==> config.mk <==
export PLATFORM = sky130hd
export DESIGN_NAME = pdm_mic_decimator
export DESIGN_NICKNAME = d
export VERILOG_FILES = /design/src/rtl/pdm_mic_decimator.sv
export SDC_FILE = /design/constraint.sdc
export NUM_CORES = 1
export LEC_CHECK = 0
export BUFFER_PORTS_ARGS = -buffer_cell sky130_fd_sc_hd__buf_2
export CAP_MARGIN = 10
export CORE_MARGIN = 5
export CORE_UTILIZATION = 25
export DETAILED_ROUTE_END_ITERATION = 8
export GPL_TIMING_DRIVEN = 0
export PLACE_DENSITY_LB_ADDON = 0.1
export REMOVE_ABC_BUFFERS = 1
export SYNTH_ARGS = -nofsm -noshare
export SYNTH_HDL_FRONTEND = slang
export SYNTH_SLANG_ARGS = --single-unit
export TNS_END_PERCENT = 20
==> constraint.sdc <==
create_clock -name clk_in -period 2.5 [get_ports clk_in]
set_input_delay 0 -clock clk_in [delete_from_list [all_inputs] [get_ports clk_in]]
set_output_delay 0 -clock clk_in [all_outputs]
set_load 0.02 [all_outputs]
==> src/rtl/pdm_mic_decimator.sv <==
// PDM microphone front end: generates the mic clock, synchronizes the 1-bit stream,
// and decimates each DECIM-bit window by ones-count into 8-bit offset-binary PCM.
module pdm_mic_decimator #(
  parameter int CLK_DIV    = 32,
  parameter int DECIM      = 256,
  parameter int WARMUP_WIN = 4
) (
  input  logic       clk_in,
  input  logic       rst_in,
  input  logic       mic_data_in,
  output logic       mic_clk_out,
  output logic [7:0] audio_out,
  output logic       audio_valid_out
);

  localparam int DIV_W = $clog2(CLK_DIV);
  localparam int BIT_W = $clog2(DECIM);
  localparam int ACC_W = BIT_W + 1;
  localparam int SHIFT = BIT_W - 8;
  localparam int WIN_W = (WARMUP_WIN > 0) ? $clog2(WARMUP_WIN + 1) : 1;

  localparam logic [DIV_W-1:0] DIV_LAST = DIV_W'(CLK_DIV - 1);
  localparam logic [DIV_W-1:0] DIV_HALF = DIV_W'(CLK_DIV / 2 - 1);
  localparam logic [BIT_W-1:0] BIT_LAST = BIT_W'(DECIM - 1);
  localparam logic [ACC_W-1:0] FULL     = ACC_W'(DECIM);
  localparam logic [WIN_W-1:0] WIN_LAST = WIN_W'(WARMUP_WIN);

  typedef enum logic {
    WARMUP,
    RUN
  } state_t;

  logic [DIV_W-1:0] div_cnt;
  logic [BIT_W-1:0] bit_cnt;
  logic [ACC_W-1:0] acc;
  logic [ACC_W-1:0] total;
  logic [7:0]       pcm;
  logic             sync_meta;
  logic             mic_sync;
  logic             strobe;
  logic             window_done;
  logic             emit;
  state_t           state;
  state_t           state_next;
  logic [WIN_W-1:0] win_cnt;
  logic [WIN_W-1:0] win_cnt_next;

  // Divider and mic clock: high for the second half of each div_cnt period.
  always_ff @(posedge clk_in) begin
    if (rst_in) begin
      div_cnt     <= '0;
      mic_clk_out <= 1'b0;
    end else begin
      div_cnt <= (div_cnt == DIV_LAST) ? '0 : div_cnt + 1'b1;
      if (div_cnt == DIV_HALF) begin
        mic_clk_out <= 1'b1;
      end else if (div_cnt == DIV_LAST) begin
        mic_clk_out <= 1'b0;
      end
    end
  end

  always_ff @(posedge clk_in) begin
    if (rst_in) begin
      sync_meta <= 1'b0;
      mic_sync  <= 1'b0;
    end else begin
      sync_meta <= mic_data_in;
      mic_sync  <= sync_meta;
    end
  end

  // Data is sampled on the mic clock falling edge, half a period after the mic launches it.
  assign strobe      = (div_cnt == DIV_LAST);
  assign window_done = strobe && (bit_cnt == BIT_LAST);
  assign total       = acc + {{BIT_W{1'b0}}, mic_sync};

  always_ff @(posedge clk_in) begin
    if (rst_in) begin
      acc     <= '0;
      bit_cnt <= '0;
    end else if (strobe) begin
      if (window_done) begin
        acc     <= '0;
        bit_cnt <= '0;
      end else begin
        acc     <= total;
        bit_cnt <= bit_cnt + 1'b1;
      end
    end
  end

  // An all-ones window would need 9 bits after shifting, so only that case saturates.
  always_comb begin
    pcm = total[SHIFT +: 8];
    if (total == FULL) begin
      pcm = 8'hFF;
    end
  end

  always_ff @(posedge clk_in) begin
    if (rst_in) begin
      state   <= WARMUP;
      win_cnt <= '0;
    end else begin
      state   <= state_next;
      win_cnt <= win_cnt_next;
    end
  end

  always_comb begin
    state_next   = state;
    win_cnt_next = win_cnt;
    emit         = 1'b0;
    if (state == WARMUP) begin
      if (window_done) begin
        if (win_cnt == WIN_LAST) begin
          state_next = RUN;
          emit       = 1'b1;
        end else begin
          win_cnt_next = win_cnt + 1'b1;
        end
      end
    end else begin
      emit = window_done;
    end
  end

  always_ff @(posedge clk_in) begin
    if (rst_in) begin
      audio_out       <= 8'd128;
      audio_valid_out <= 1'b0;
    end else begin
      audio_valid_out <= emit;
      if (emit) begin
        audio_out <= pcm;
      end
    end
  end

endmodule
==> results by group, run 1 <==
Timing
  • Setup ws final: ~230 ps
  • Final setup vio count: 0
  • Rel. slew slack: 49.2%
  • Fmax: 0.440 GHz
  • Min Tclk post-route: 2270 ps
  • Worst-Margin Slew: 760 ps
  • Final clock skew: 3.94 ps
  • TNS Setup: 0 ps
  • Final Hold Fails: 0
  • RSZ-0062 raised after global routing: false
  • Max-slew violations: 0
  • Fin crit share: 91.0%

Job
  • Max-cap violations: 0

Worst hold path
  • End of the worst hold path: win_cnt[1]$_SDFFE_PP0P_
  • Hold depth: 2
  • Hold Path Class: primary input to register
  • Hold path start: rst_in

Global route
  • Tot GR Track Use: 9.16%
  • Total gr overflow: 0
  • Vias in the first global route: 1281
  • Largest net degree at the start of global routing: 25
  • First-pass GRT wire length: 6290 um
  • Initial antenna violation count: 0

Route
  • Initial drt markers: 55
  • Drt pass-1 iters: 4
  • Final antenna-violating net count: 0
  • Vias per cell: between 4 and 5
  • WL/cell: 12.1 um
  • DRT Wirelength: around 3700 um
  • Routed via count: 1319
  • DRC Markers: 0

Critical path
  • Critical path arrival: around 2500 ps
  • Delay-heaviest family, CP: simple AND/OR/NAND/NOR gates
  • Critical path endpoint category: register
  • Cell breakdown of the critical path: ha_1, and3_1, ha_1, nand4_1, buf_4, nor3_4, buf_4, nor2_1, a311oi_2
  • Worst Reg-to-Reg Cells: 9
  • Startpoint Class: register
  • CP Class: register to register
  • Slowest cell on crit path: ha_1
  • WP buf/inv: 2
  • R2r endpoint: audio_out[0]$_SDFFE_PP0P_
  • FF-to-FF Start: div_cnt[0]$_SDFF_PP0_
  • Worst Path Required: ~2700 ps
  • Crit Path Max Fanout: 11
  • Crit path from: div_cnt[0]$_SDFF_PP0_
  • Critical Path Max Stage Delay: 400 ps
  • Reg2reg setup slack: 230 ps

Layout
  • Area grow syn2layout: 14.9%
  • Finished Layout Cells: 305
  • Multi-input logic area: 925 um2
  • Fill count: around 750
  • Share of cells above drive strength 1: 16.3%
  • Commonest non-fill, non-tap cells in the layout: dfxtp_1, nor2_1, nand2_1, o21ai_0, buf_2
  • Final #Nets: around 220
  • # diodes: 0
  • Design Area, Final: slightly above 2000 um2
  • Commonest non-fill, non-tap cell in the layout: dfxtp_1
  • Sequential cell area: between 700 and 800 um2

Pwr
  • Leak Pwr: roughly 0.76 nW
  • Total power: 1.07 mW
  • Pwr Density: 530 nW/um2
  • Peak VDD IR: between 200 and 250 uV

Floorplanning
  • Die ar.: 8820 um2
  • Die Y-Extent: 93.9 um
  • Die Wd: 93.9 um
  • Floorplan row count: 30
  • Num ports: 13
  • Placeable Area: 6830 um2
  • Initial core utilization: 25.8%

Synthesis
  • Ys Warns: 0
  • Syn_area_per_cell: 9.03 um2
  • Yosys reg bits: 38
  • Post-Synthesis Cells: 195
  • Distinct cell type count after synthesis: 35
  • Seq/Total Area, Yosys: approximately 43%
  • Post-Syn Area: approximately 1800 um2

Clock network
  • CTS tree: done
  • Root buffer cell: clkbuf_8
  • CTS max path bufs: 2
  • Clock-pin slew on the worst setup and hold paths: roughly 70 ps
  • Clock Sinks: 38
  • CTS H-Tree Depth: 2
  • TritonCTS buffer count: 5
  • Clk_lat worst skew: ~290 ps

Placed design
  • PortBufs: 12
  • Cell count after placement: 292
  • GPL Wtd Cong: 0.704
  • DP Area: 1880 um2
  • DPL Wire Length: 2550 um
  • Pre-CTS WS: -303 ps

Status
  • Status: finished clean
[logic make-up (layout without fill, tap and decap cells)]
| logic type | Yosys count | count (layout) | share of synthesized area (%) |
|---|---|---|---|
| AOI/OAI and AO/OA | 36 | 36 | 15.1 |
| xor gates and xnor gates | 16 | 16 | 7.96 |
| adders and majority gates | 8 | 8 | 5.69 |
| buffers and inverters | 18 | 32 | 4.76 |
| DFF | 38 | 38 | 43.2 |
| muxes | 2 | 2 | 1.14 |
| and+or+nand+nor | 77 | 77 | 22.2 |
[sequential cells by signal (all words and copies together), names as in the netlist]
register         flops
sync_meta            1
state                1
mic_sync             1
audio_out            8
acc                  9
mic_clk_out          1
div_cnt              5
win_cnt              3
bit_cnt              8
audio_valid_out      1
[synth_stat cells (all sizes together)]
cell type	number	share of area (%)
nand4	6	2.5
xor2	11	5.5
nor3	8	2.9
o21ai	14	4.0
a21oi	8	2.9
nand2	16	3.4
nor3b	2	1.1
buf	6	2.2
mux2i	2	1.1
and3	3	1.1
nor2	27	5.8
dfxtp	38	43
o2bb2ai	1	0.85
ha	8	5.7
nand3	6	1.7
nor2b	2	0.71
inv	7	1.5
o31ai	1	0.43
o211ai	3	2.1
and4	1	0.57
and2	2	0.71
clkbuf	5	1.1
or3	3	1.1
or4	1	0.64
a311oi	7	3.8
a22o	2	1.0
xnor2	5	2.5
[final cells by class]
| class | instances | area share [%] |
|---|---|---|
| clock buffers | 7 | 4.27 |
| repair buffers | 17 | 4.95 |
| inverters | 7 | 1.30 |
| flip-flops and latches | 38 | 37.6 |
| well taps | 96 | 5.94 |
| multi-input cells | 139 | 45.7 |
| clock inverters | 1 | 0.247 |
[power by group]
group | total, mW | switching, mW | internal [mW]
clock | 0.434 | 0.211 | 0.223
combinational | 0.0247 | 0.0161 | 0.00862
sequential | 0.614 | 0.00322 | 0.610
total | 1.07 | 0.230 | 0.842
[worst max path at each step]
stage                           endpoint  cells past startpoint
6_report       audio_out[0]$_SDFFE_PP0P_                      9
5_1_grt        audio_out[1]$_SDFFE_PP0P_                      9
4_1_cts        audio_out[0]$_SDFFE_PP0P_                      8
3_5_place_dp   audio_out[7]$_SDFFE_PP1P_                      8
3_3_place_gp   audio_out[7]$_SDFFE_PP1P_                      8
2_1_floorplan  audio_out[7]$_SDFFE_PP1P_                      8
[repair_timing]
action,4_1_cts,5_1_grt
hold buffers,1,0
endpoints found under the hold margin,1,0
cloned,0,0
pin swaps,2,1
resized for setup,3,0
setup endpoints to repair,20,15
buffers inserted,3,1
[worst register-to-register path, delay by kind of cell (launching register included)]
kind                       cells  cell delay (ps)
AOI/OAI and AO/OA              1              230
and+or+nand+nor                4              620
buffers and inverters          2              410
adders and majority gates      2              580
DFF                            1              350
[metal layers]
metal	GRT usage [%]	vias to the layer above	wire length, um
li1	-	704	-
met1	12.3	592	1960
met2	13.7	16	1570
met3	2.72	7	119
met4	3.61	0	51
met5	0	-	0
[metrics by stage]
step	hold slack, ps	utilization (%)
after detailed placement	214	27.6
after global placement	208	27.6
after floorplan	67.9	-
final	152	29.6
after CTS	152	29.5
after global routing	158	29.6
Power figures use the tool's default switching activity.
==> run 2: changes to the inputs <==
--- a/config.mk
+++ b/config.mk
@@ -9,6 +9,7 @@
 export CAP_MARGIN = 10
 export CORE_MARGIN = 5
 export CORE_UTILIZATION = 25
+export CTS_BUF_LIST = sky130_fd_sc_hd__clkbuf_16
 export DETAILED_ROUTE_END_ITERATION = 8
 export GPL_TIMING_DRIVEN = 0
 export PLACE_DENSITY_LB_ADDON = 0.1
==> results by group, run 2 (synthesized netlist as in run 1, its figures left out) <==
Global route
  • Tot GR Track Use: approximately 9.1%
  • Total gr overflow: 0
  • First-pass GRT wire length: 6250 um
  • Vias in the first global route: 1275
  • Largest net degree at the start of global routing: 25
  • Initial antenna violation count: 0

Clock network
  • Root buffer cell: clkbuf_16
  • Clock-pin slew on the worst setup and hold paths: 50 ps
  • CTS max path bufs: 2
  • TritonCTS buffer count: 5
  • Clock Sinks: 38
  • CTS tree: done
  • Clk_lat worst skew: 280 ps
  • CTS H-Tree Depth: 2

Pwr
  • Pwr Density: a little under 600 nW/um2
  • Leak Pwr: 0.788 nW
  • Peak VDD IR: 259 uV

Route
  • Final antenna-violating net count: 0
  • Routed via count: 1332
  • Vias per cell: 4.35
  • WL/cell: 12.2 um
  • Initial drt markers: 61
  • DRC Markers: 0
  • DRT Wirelength: approximately 3700 um
  • Drt pass-1 iters: 4

Floorplanning
  • Die Y-Extent: 93.9 um
  • Num ports: 13
  • Placeable Area: 6830 um2
  • Die ar.: around 8800 um2
  • Floorplan row count: 30
  • Die Wd: 93.9 um
  • Initial core utilization: 25.8%

Timing
  • Min Tclk post-route: 2320 ps
  • Fmax: between 0.4 and 0.5 GHz
  • Fin crit share: approximately 93%
  • RSZ-0062 raised after global routing: false
  • TNS Setup: 0 ps
  • Worst-Margin Slew: around 760 ps
  • Rel. slew slack: 49.2%
  • Final Hold Fails: 0
  • Final clock skew: 3.76 ps
  • Max-slew violations: 0
  • Final setup vio count: 0

Layout
  • Max FFs per register: 9
  • Commonest non-fill, non-tap cell in the layout: dfxtp_1
  • Commonest non-fill, non-tap cells in the layout: dfxtp_1, nor2_1, nand2_1, o21ai_0, buf_2
  • Most flops, register: acc
  • Top flop regs: acc: 9 flops, audio_out: 8 flops, bit_cnt: 8 flops
  • Multi-input logic area: 927 um2
  • # diodes: 0
  • Finished Layout Cells: 306
  • Fill count: around 750
  • Design Area, Final: 2080 um2
  • Sequential cell area: 761 um2
  • Area grow syn2layout: 18.1%
  • Share of cells above drive strength 1: between 10% and 20%
  • Final #Nets: 220

Status
  • Status: finished clean

Critical path
  • FF-to-FF Start: div_cnt[0]$_SDFF_PP0_
  • Slowest cell on crit path: dfxtp_1
  • Crit Path Max Fanout: 11
  • Cell breakdown of the critical path: ha_1, and3_1, ha_2, nand4_1, nor3_4, buf_4, nor2_1, a311oi_2
  • Worst Path Required: 2690 ps
  • Critical path endpoint category: register
  • CP Class: register to register
  • Critical path arrival: 2510 ps
  • Critical Path Max Stage Delay: 340 ps
  • CP Depth: 8
  • WP buf/inv: 1
  • Delay-heaviest family, CP: simple AND/OR/NAND/NOR gates
  • Crit path from: div_cnt[0]$_SDFF_PP0_
  • Startpoint Class: register
  • Worst Reg-to-Reg Cells: 8

Worst hold path
  • Hold Path Class: primary input to register
  • Hold path start: rst_in
  • Hold depth: 2

Placed design
  • Cell count after placement: 292
  • DP Area: roughly 1900 um2
  • PortBufs: 12
  • GPL Wtd Cong: 0.704
  • DPL Wire Length: between 2000 and 3000 um

Job
  • Max-cap violations: 0
[run 2: worst reg2reg max path, delay by kind of cell (launching register included)]
kind,cells,cell delay [ps]
compound gates,1,230
fa+ha+maj,2,490
buf+inv,1,220
flops,1,340
simple gates,4,950
[run 2: layer usage]
| layer | GRT usage, % | part of all wire [%] |
|---|---|---|
| met5 | 0 | 0 |
| met4 | 3.61 | 1.6 |
| met3 | 2.96 | 3.6 |
| met2 | 13.8 | 42 |
| met1 | 12.0 | 52 |
[run 2: layout make-up]
cell class	count	area share (%)
clock buffers	5	6.02
flip-flops and latches	38	36.6
repair buffers	18	5.17
inverters	7	1.26
well taps	96	5.78
clock inverters	3	0.602
multi-input cells	139	44.6
[run 2: what timing repair did]
item | in CTS | in global routing
resized for setup | 2 | 2
pin swaps | 2 | 1
setup buffers | 2 | 3
hold buffers | 1 | 0
setup endpoints to repair | 15 | 13
hold endpoints to repair | 1 | 0
[run 2: through the flow]
stage	hold WS, ps	utilization, %	power (mW)	worst slack (ps)
floorplan	67.9	-	0.639	242
global placement	208	27.6	0.652	-328
detailed placement	214	27.6	0.652	-303
CTS	167	30.0	1.26	17.8
global route	181	30.4	1.28	1.31
finish	156	30.4	1.23	180
[run 2: power by group]
group	switching (mW)	total [mW]	internal (mW)
Clock	0.233	0.593	0.360
Sequential	0.00324	0.615	0.611
Combinational	0.0159	0.0246	0.00864
[run 2: worst paths after layout]
kind / slack, ps / to
worst max register to register: 180 / audio_out[0]$_SDFFE_PP0P_
worst min-delay path: 160 / win_cnt[1]$_SDFFE_PP0P_
worst min register to register: 440 / mic_sync$_SDFF_PP0_
worst max-delay path: 180 / audio_out[0]$_SDFFE_PP0P_
